$ cat src/rtl/ieee754_adder.sv
// ieee754_adder
//   Multi-cycle IEEE-754 binary32 adder. A start pulse latches both operands;
//   the operation then walks ALIGN -> ADD -> NORM -> ROUND, one state per cycle.
//   The result is registered on the ROUND->IDLE edge together with a one-cycle
//   valid pulse. Subnormal inputs are flushed to signed zero; rounding is
//   round-to-nearest, ties-to-even.
//
// Ports
//   clk     rising-edge clock
//   rst     asynchronous reset, active low
//   input1  operand A (binary32)
//   input2  operand B (binary32)
//   strt    start request, ignored while busy
//   valid   one-cycle pulse when out carries a new result
//   busy    high while an operation is in flight
//   out     A+B (binary32), held until the next result
module ieee754_adder (
  input  logic        clk,
  input  logic        rst,
  input  logic [31:0] input1,
  input  logic [31:0] input2,
  input  logic        strt,
  output logic        valid,
  output logic        busy,
  output logic [31:0] out
);

  localparam logic [31:0] QNAN = 32'h7FC0_0000;

  typedef enum logic [2:0] {
    S_IDLE,
    S_ALIGN,
    S_ADD,
    S_NORM,
    S_ROUND
  } state_t;

  state_t state, state_nx;

  // Leading-zero count of a 27-bit significand, resolved in a single cycle.
  function automatic logic [4:0] lzc27(input logic [26:0] v);
    logic [4:0] n;
    logic       found;
    n     = 5'd0;
    found = 1'b0;
    for (int i = 26; i >= 0; i--) begin
      if (!found) begin
        if (v[i]) found = 1'b1;
        else      n     = n + 5'd1;
      end
    end
    return n;
  endfunction

  // Round-to-nearest-even on {mant[23:0], g, r, s}, then saturate the
  // exponent: overflow goes to signed infinity, underflow to signed zero.
  function automatic logic [31:0] round_pack(input logic              sign,
                                             input logic signed [9:0] exp_in,
                                             input logic [26:0]       sig);
    logic [24:0]       mant;
    logic              up;
    logic signed [9:0] e;
    logic [22:0]       frac;
    up   = sig[2] & (sig[1] | sig[0] | sig[3]);
    mant = {1'b0, sig[26:3]} + {24'd0, up};
    e    = exp_in;
    // A carry out of rounding renormalises by one place.
    if (mant[24]) begin
      e    = e + 10'sd1;
      frac = mant[23:1];
    end else begin
      frac = mant[22:0];
    end
    if (exp_in <= 10'sd0)      return {sign, 31'd0};
    else if (e >= 10'sd255)    return {sign, 8'hFF, 23'd0};
    else                       return {sign, e[7:0], frac};
  endfunction

  // Latched operands
  logic [31:0] a_p0, b_p0;

  // ALIGN results
  logic        sign_p1, sub_p1, spec_p1;
  logic [31:0] spec_val_p1;
  logic [7:0]  exp_p1;
  logic [26:0] sig_l_p1, sig_s_p1;

  // ADD results
  logic        sign_p2, spec_p2;
  logic [31:0] spec_val_p2;
  logic [7:0]  exp_p2;
  logic [27:0] sum_p2;

  // NORM results
  logic              sign_p3, spec_p3;
  logic [31:0]       spec_val_p3;
  logic signed [9:0] exp_p3;
  logic [26:0]       sig_p3;

  // ---------------------------------------------------------------- control
  always_ff @(posedge clk or negedge rst) begin
    if (!rst) state <= S_IDLE;
    else      state <= state_nx;
  end

  always_comb begin
    state_nx = state;
    case (state)
      S_IDLE:  if (strt) state_nx = S_ALIGN;
      S_ALIGN: state_nx = S_ADD;
      S_ADD:   state_nx = S_NORM;
      S_NORM:  state_nx = S_ROUND;
      S_ROUND: state_nx = S_IDLE;
      default: state_nx = S_IDLE;
    endcase
  end

  assign busy = (state != S_IDLE);

  // ---------------------------------------------------------------- ALIGN
  logic [7:0]  ea, eb, el, es, dexp;
  logic [23:0] ma, mb, ml, ms;
  logic        swap, nan_a, nan_b, inf_a, inf_b;
  logic [26:0] ext_s, lost_s;
  logic        al_sign, al_sub, al_spec;
  logic [31:0] al_spec_val;
  logic [26:0] al_sig_l, al_sig_s;

  always_comb begin
    ea    = a_p0[30:23];
    eb    = b_p0[30:23];
    // Exponent 0 flushes to zero: no hidden bit and the fraction is dropped.
    ma    = (ea != 8'd0) ? {1'b1, a_p0[22:0]} : 24'd0;
    mb    = (eb != 8'd0) ? {1'b1, b_p0[22:0]} : 24'd0;
    swap  = {eb, mb[22:0]} > {ea, ma[22:0]};
    el    = swap ? eb : ea;
    es    = swap ? ea : eb;
    ml    = swap ? mb : ma;
    ms    = swap ? ma : mb;
    dexp  = el - es;
    ext_s = {ms, 3'b000};
    lost_s = 27'd0;
    if (dexp >= 8'd27) begin
      al_sig_s = {26'd0, |ms};
    end else begin
      lost_s   = ext_s & ((27'd1 << dexp[4:0]) - 27'd1);
      al_sig_s = (ext_s >> dexp[4:0]) | {26'd0, |lost_s};
    end
    al_sig_l = {ml, 3'b000};
    al_sign  = swap ? b_p0[31] : a_p0[31];
    al_sub   = a_p0[31] ^ b_p0[31];

    nan_a = (ea == 8'hFF) && (a_p0[22:0] != 23'd0);
    nan_b = (eb == 8'hFF) && (b_p0[22:0] != 23'd0);
    inf_a = (ea == 8'hFF) && (a_p0[22:0] == 23'd0);
    inf_b = (eb == 8'hFF) && (b_p0[22:0] == 23'd0);

    al_spec     = 1'b1;
    al_spec_val = 32'd0;
    if (nan_a || nan_b)                 al_spec_val = QNAN;
    else if (inf_a && inf_b && al_sub)  al_spec_val = QNAN;
    else if (inf_a)                     al_spec_val = a_p0;
    else if (inf_b)                     al_spec_val = b_p0;
    // Both zero: the result is -0 only when both operands are -0.
    else if (ea == 8'd0 && eb == 8'd0)  al_spec_val = {a_p0[31] & b_p0[31], 31'd0};
    else                                al_spec = 1'b0;
  end

  // ---------------------------------------------------------------- ADD
  logic [27:0] add_sum;

  always_comb begin
    // Operand L is never smaller than the aligned S, so the difference is >= 0.
    if (sub_p1) add_sum = {1'b0, sig_l_p1} - {1'b0, sig_s_p1};
    else        add_sum = {1'b0, sig_l_p1} + {1'b0, sig_s_p1};
  end

  // ---------------------------------------------------------------- NORM
  logic [4:0]        lz;
  logic [26:0]       nm_sig;
  logic signed [9:0] nm_exp;
  logic              nm_spec;
  logic [31:0]       nm_spec_val;

  always_comb begin
    lz          = lzc27(sum_p2[26:0]);
    nm_spec     = spec_p2;
    nm_spec_val = spec_val_p2;
    // Exact cancellation always yields +0 regardless of operand signs.
    if (!spec_p2 && sum_p2 == 28'd0) begin
      nm_spec     = 1'b1;
      nm_spec_val = 32'd0;
    end
    if (sum_p2[27]) begin
      nm_sig = {sum_p2[27:2], sum_p2[1] | sum_p2[0]};
      nm_exp = $signed({2'b00, exp_p2}) + 10'sd1;
    end else begin
      // Large left shifts only follow near-total cancellation, where the
      // low-order bits are exact, so shifting zeros in is safe.
      nm_sig = sum_p2[26:0] << lz;
      nm_exp = $signed({2'b00, exp_p2}) - $signed({5'd0, lz});
    end
  end

  // ---------------------------------------------------------------- datapath
  always_ff @(posedge clk or negedge rst) begin
    if (!rst) begin
      a_p0        <= 32'd0;
      b_p0        <= 32'd0;
      sign_p1     <= 1'b0;
      sub_p1      <= 1'b0;
      spec_p1     <= 1'b0;
      spec_val_p1 <= 32'd0;
      exp_p1      <= 8'd0;
      sig_l_p1    <= 27'd0;
      sig_s_p1    <= 27'd0;
      sign_p2     <= 1'b0;
      spec_p2     <= 1'b0;
      spec_val_p2 <= 32'd0;
      exp_p2      <= 8'd0;
      sum_p2      <= 28'd0;
      sign_p3     <= 1'b0;
      spec_p3     <= 1'b0;
      spec_val_p3 <= 32'd0;
      exp_p3      <= 10'sd0;
      sig_p3      <= 27'd0;
      out         <= 32'd0;
      valid       <= 1'b0;
    end else begin
      valid <= 1'b0;
      case (state)
        S_IDLE: begin
          if (strt) begin
            a_p0 <= input1;
            b_p0 <= input2;
          end
        end
        S_ALIGN: begin
          sign_p1     <= al_sign;
          sub_p1      <= al_sub;
          spec_p1     <= al_spec;
          spec_val_p1 <= al_spec_val;
          exp_p1      <= el;
          sig_l_p1    <= al_sig_l;
          sig_s_p1    <= al_sig_s;
        end
        S_ADD: begin
          sign_p2     <= sign_p1;
          spec_p2     <= spec_p1;
          spec_val_p2 <= spec_val_p1;
          exp_p2      <= exp_p1;
          sum_p2      <= add_sum;
        end
        S_NORM: begin
          sign_p3     <= sign_p2;
          spec_p3     <= nm_spec;
          spec_val_p3 <= nm_spec_val;
          exp_p3      <= nm_exp;
          sig_p3      <= nm_sig;
        end
        S_ROUND: begin
          out   <= spec_p3 ? spec_val_p3 : round_pack(sign_p3, exp_p3, sig_p3);
          valid <= 1'b1;
        end
        default: ;
      endcase
    end
  end

endmodule

$ cat config.mk
export PLATFORM = sky130hd
export DESIGN_NAME = ieee754_adder
export DESIGN_NICKNAME = d
export VERILOG_FILES = /design/src/rtl/ieee754_adder.sv
export SDC_FILE = /design/constraint.sdc
export NUM_CORES = 1
export LEC_CHECK = 0
export CAP_MARGIN = 20
export CORE_UTILIZATION = 62
export CTS_BUF_LIST = sky130_fd_sc_hd__clkbuf_16
export CTS_CLUSTER_SIZE = 16
export DETAILED_ROUTE_END_ITERATION = 7
export GPL_TIMING_DRIVEN = 0
export PLACE_DENSITY = 0.8
export REMOVE_ABC_BUFFERS = 1
export SYNTH_ARGS = -nofsm -noshare
export SYNTH_HDL_FRONTEND = slang
export SYNTH_SLANG_ARGS = --single-unit
export TNS_END_PERCENT = 20
$ cat constraint.sdc
create_clock -name clk -period 22.2 [get_ports clk]
set_input_delay 2.22 -clock clk [delete_from_list [all_inputs] [get_ports clk]]
set_output_delay 2.22 -clock clk [all_outputs]
set_load 0.005 [all_outputs]
==> impl.org <==
** Status
- The flow ran to the end, and the final reports show no timing, DRC or antenna violations.

** Cells and area
- In the final layout, flip-flops and latches occupy 8384 um^2.
- Of the cells placed in the final design, the portion with a size suffix greater than 1 is 7.848%.
- After the last flow step, the layout net total stands at 3,029.
- Counting the fill cells in the layout gives 2,936.
- Area growth syn-to-layout :: 11.60%
- Antenna diode count :: 0
- Multi-input combinational cell area :: 14,430 um^2

** Setup path
- The startpoint identified for the worst register-to-register timing path is sum_p2[24]$_DFFE_PN0N_.
- The worst setup path is captured at a flop.
- Last element of the critical path :: exp_p3[7]$_DFFE_PN0P_
- In this run the worst path has a maximum fanout of 24.
- Data on the critical path arrives at its endpoint at 19.65 ns.
- Data on the critical path is required at its endpoint by 22.59 ns.
- Worst reg2reg path depth :: 89
- Type of the worst setup path :: flop to flop
- On the worst path, the slowest cell contributes a delay of 0.80 ns.
- In this design, the critical path's most frequently occurring cell is ha_1.
- Critical path launch point :: sum_p2[24]$_DFFE_PN0N_
- Element type at the critical path start :: flop
- Reg-to-reg critical path endpoint :: exp_p3[7]$_DFFE_PN0P_
- For flop-to-flop paths, the worst setup slack is 2.94 ns.
- The largest individual stage delay along the critical path comes from the cell or4_1.

** Synthesis
- #FFs+latches synth :: 335
- Post-synth ARST share :: 100.0%
- Counting every instance in the synthesized netlist gives 2,846.
- Yosys warning count :: 0
- In this run, synthesis inferred 0 flip-flops with an integrated enable.
- After synthesis, the cell types taking the most area are dfrtp_1 (35%), nand2_1 (6.7%), ha_1 (6.0%).
- In the synthesized netlist the dominant register cell turns out to be dfrtp_1.
- The cell area that synthesis handed to floorplanning was 23,840 um^2.
- Seq/Total Area, Yosys :: 35.16%
- Cell variety after synth :: 91
- Mapped Avg Cell Area :: 8.378 um^2
- dfrtp_1 takes more of the synthesized area than any other cell.
- Summed over its instances, the top area cell type makes up 35.16% of the synthesized netlist area.

** CTS
- For the worst-skew pair, the clock arrives at the later sink with an insertion delay of 0.57 ns.
- Counting every sink on the clock net gives 335.
- Once the clock tree was built, the resizer swapped 0 gates to a different size.
- Clock tree synthesis inserted a total of 37 buffers.
- CTS tree :: yes
- Clock Tree Root :: clkbuf_16
- The clock passes through at most 3 buffers.
- H-tree depth reported by CTS :: 2
- Clock transition at path regs :: 0.06 ns
- Count of buffers added by post-CTS timing repair for setup :: 0
- # hold bufs at CTS :: 0

** Timing
- In the finished design, the share of the clock period the worst path needs comes to 86.75%.
- Setup violations remaining at the end of the flow were counted as 0.
- The final number of hold-violating endpoints was 0.
- Max Clock Skew :: 0.02694 ns
- Clock period minus worst slack :: 19.26 ns
- In this run the tightest slew margin relative to its limit is 32.40%.
- At the pin with the least slew margin, the transition time is 1.005 ns.
- Timing would allow up to 51.93 MHz.
- Fin. max-slew vios :: 0
- Adding up every negative setup slack in the final design gives 0 ns.
- Setup repair after global routing left no endpoint under its margin.

** Placed design
- Post-detail-place hpwl :: 46.90 mm
- At the end of routability-driven placement, the weighted congestion stood at 0.9472.
- In this run the tool buffered the top-level ports with 100 buffer cells.

** Routing
- After detailed routing, the number of vias per cell comes to 6.321.
- First drt pass iteration count :: 7
- DRC violation total after the first TritonRoute iteration :: 1,943
- Drt total wl :: 64.39 mm
- Remaining number of nets flagged by the antenna check after routing :: 0
- Mean routed wirelength per cell :: 19.06 um
- The detailed router placed 21.35k vias in this run.
- In the routed design, unresolved DRC markers number 0.

** Floorplanning
- The core region is 37,760 um^2.
- In this run the horizontal extent of the chip is 198.1 um.
- During I/O placement, the number of pins put on the boundary was 101.
- Die area :: 39,250 um^2
- For this configuration, the core starts out at a cell density of 63.15%.
- Row generation in the floorplan step produced 71 rows.
- In this run the vertical extent of the chip is 198.1 um.

** GRT
- Global routing used 44.52% of the available met1 tracks.
- Vias in the first global route :: 20.30k
- Global routing consumed, on the met3 layer, 3.866% of the routing resources.
- Across every metal layer, demand over resource in global routing totals 33.24%.
- The initial antenna violation count was 0.
- Routing usage on met2 :: 54.76%
- Pin count of the biggest net entering global routing :: 122
- The first global-routing pass estimated 104.8 mm of wire.
- The global routing stage identified its most utilized layer as met2.
- Aggregate global routing overflow :: 0

** Min path
- Worst hold path class :: flop to flop

** Run
- The tool flagged a number of max-cap violations equal to 0.
-- synth_stat cells, types with 40 or more instances --
cell type and n:
nor2_1 270, mux2_2 70, inv_1 128, a31oi_1 40
clkbuf_1 149, a22o_1 44, nand3_1 61, nor3_1 55
o21ai_0 179, a21oi_1 213, dfrtp_1 335, mux2i_1 101
xnor2_1 76, nand2_1 428, ha_1 115
-- cells by family (layout without fill, tap and decap cells) --
group	count (synthesis)	in the layout	share of synthesized area, %
compound gates	725	725	19.20
xor+xnor	117	117	4.744
simple gates	1059	1059	20.32
mux	192	192	9.498
fa+ha+maj	119	119	6.286
flops	335	335	35.16
buf+inv	299	320	4.791
-- worst min path at each step --
stage,startpoint,to,cells past startpoint
after floorplan,spec_val_p1[0]$_DFFE_PN0N_,spec_val_p2[0]$_DFFE_PN0N_,2
after global placement,spec_val_p1[11]$_DFFE_PN0N_,spec_val_p2[11]$_DFFE_PN0N_,2
after detailed placement,spec_val_p1[20]$_DFFE_PN0N_,spec_val_p2[20]$_DFFE_PN0N_,2
after CTS,exp_p1[2]$_DFFE_PN0N_,exp_p2[2]$_DFFE_PN0N_,2
after global routing,spec_val_p1[26]$_DFFE_PN0N_,spec_val_p2[26]$_DFFE_PN0N_,2
final,exp_p1[2]$_DFFE_PN0N_,exp_p2[2]$_DFFE_PN0N_,2
-- registers in the layout, indices dropped and copies added, names as in the netlist, 3 cells and up --
register     cells
a_p0            32
b_p0            32
out             32
spec_val_p1     32
spec_val_p2     32
spec_val_p3     32
sum_p2          28
sig_p3          27
sig_s_p1        27
sig_l_p1        24
exp_p3          10
exp_p1           8
exp_p2           8
state            3
-- critical path, delay by kind of cell (launching register included) --
| family | cells | cell delay, ns |
|---|---|---|
| buffers and inverters | 4 | 0.91 |
| xor gates and xnor gates | 3 | 0.93 |
| adders and majority gates | 23 | 7.37 |
| muxes | 9 | 1.56 |
| DFF | 1 | 0.54 |
| AOI/OAI and AO/OA | 30 | 4.92 |
| and+or+nand+nor | 20 | 2.78 |
-- through the flow --
stage	utilization, %	hold slack [ns]	std cells	cell area, um^2	setup slack (ns)
4_1_cts	70.39	0.4519	3376	26580	3.064
3_3_place_gp	65.78	0.4424	3289	24830	2.279
2_1_floorplan	-	0.4304	2678	23190	4.820
6_report	70.48	0.4547	3378	26610	2.942
5_1_grt	70.48	0.4747	3378	26610	1.529
3_5_place_dp	67.45	0.4466	3315	25470	3.222
-- layout make-up --
type                            instances  share of cell area, %
Multi-Input combinational cell       2212                  54.22
Clock inverter                         24                 0.6959
Inverter                              131                  1.848
Sequential cell                       335                  31.51
Tap cell                              511                  2.403
Timing Repair Buffer                  128                  5.849
Clock buffer                           37                  3.480
-- layer usage --
metal,up-vias,routed length [um],part of all wire (%)
li1,10090,-,-
met1,10300,27800,43
met2,807,30560,47
met3,155,3667,5.7
met4,0,2351,3.7
met5,-,0,0
-- cells in the final DEF, fill, tap and decap left out, drive strengths merged, types with 27 or more instances in the layout --
cell type      count
clkdlybuf4s50     99
inv              142
a31oi             40
ha               115
xnor2             78
nor4              29
or3               33
a21o              28
buf               28
o21ai            182
a21oi            214
clkbuf            38
xor2              35
a22o              44
nand2            428
dfrtp            335
nor2b             27
nand3             61
mux2i            102
and2              37
nor3              58
nor2             270
mux2              71
Power is not shown: default switching activity piles up to over one toggle a cycle in this logic, so the estimate is an artifact.
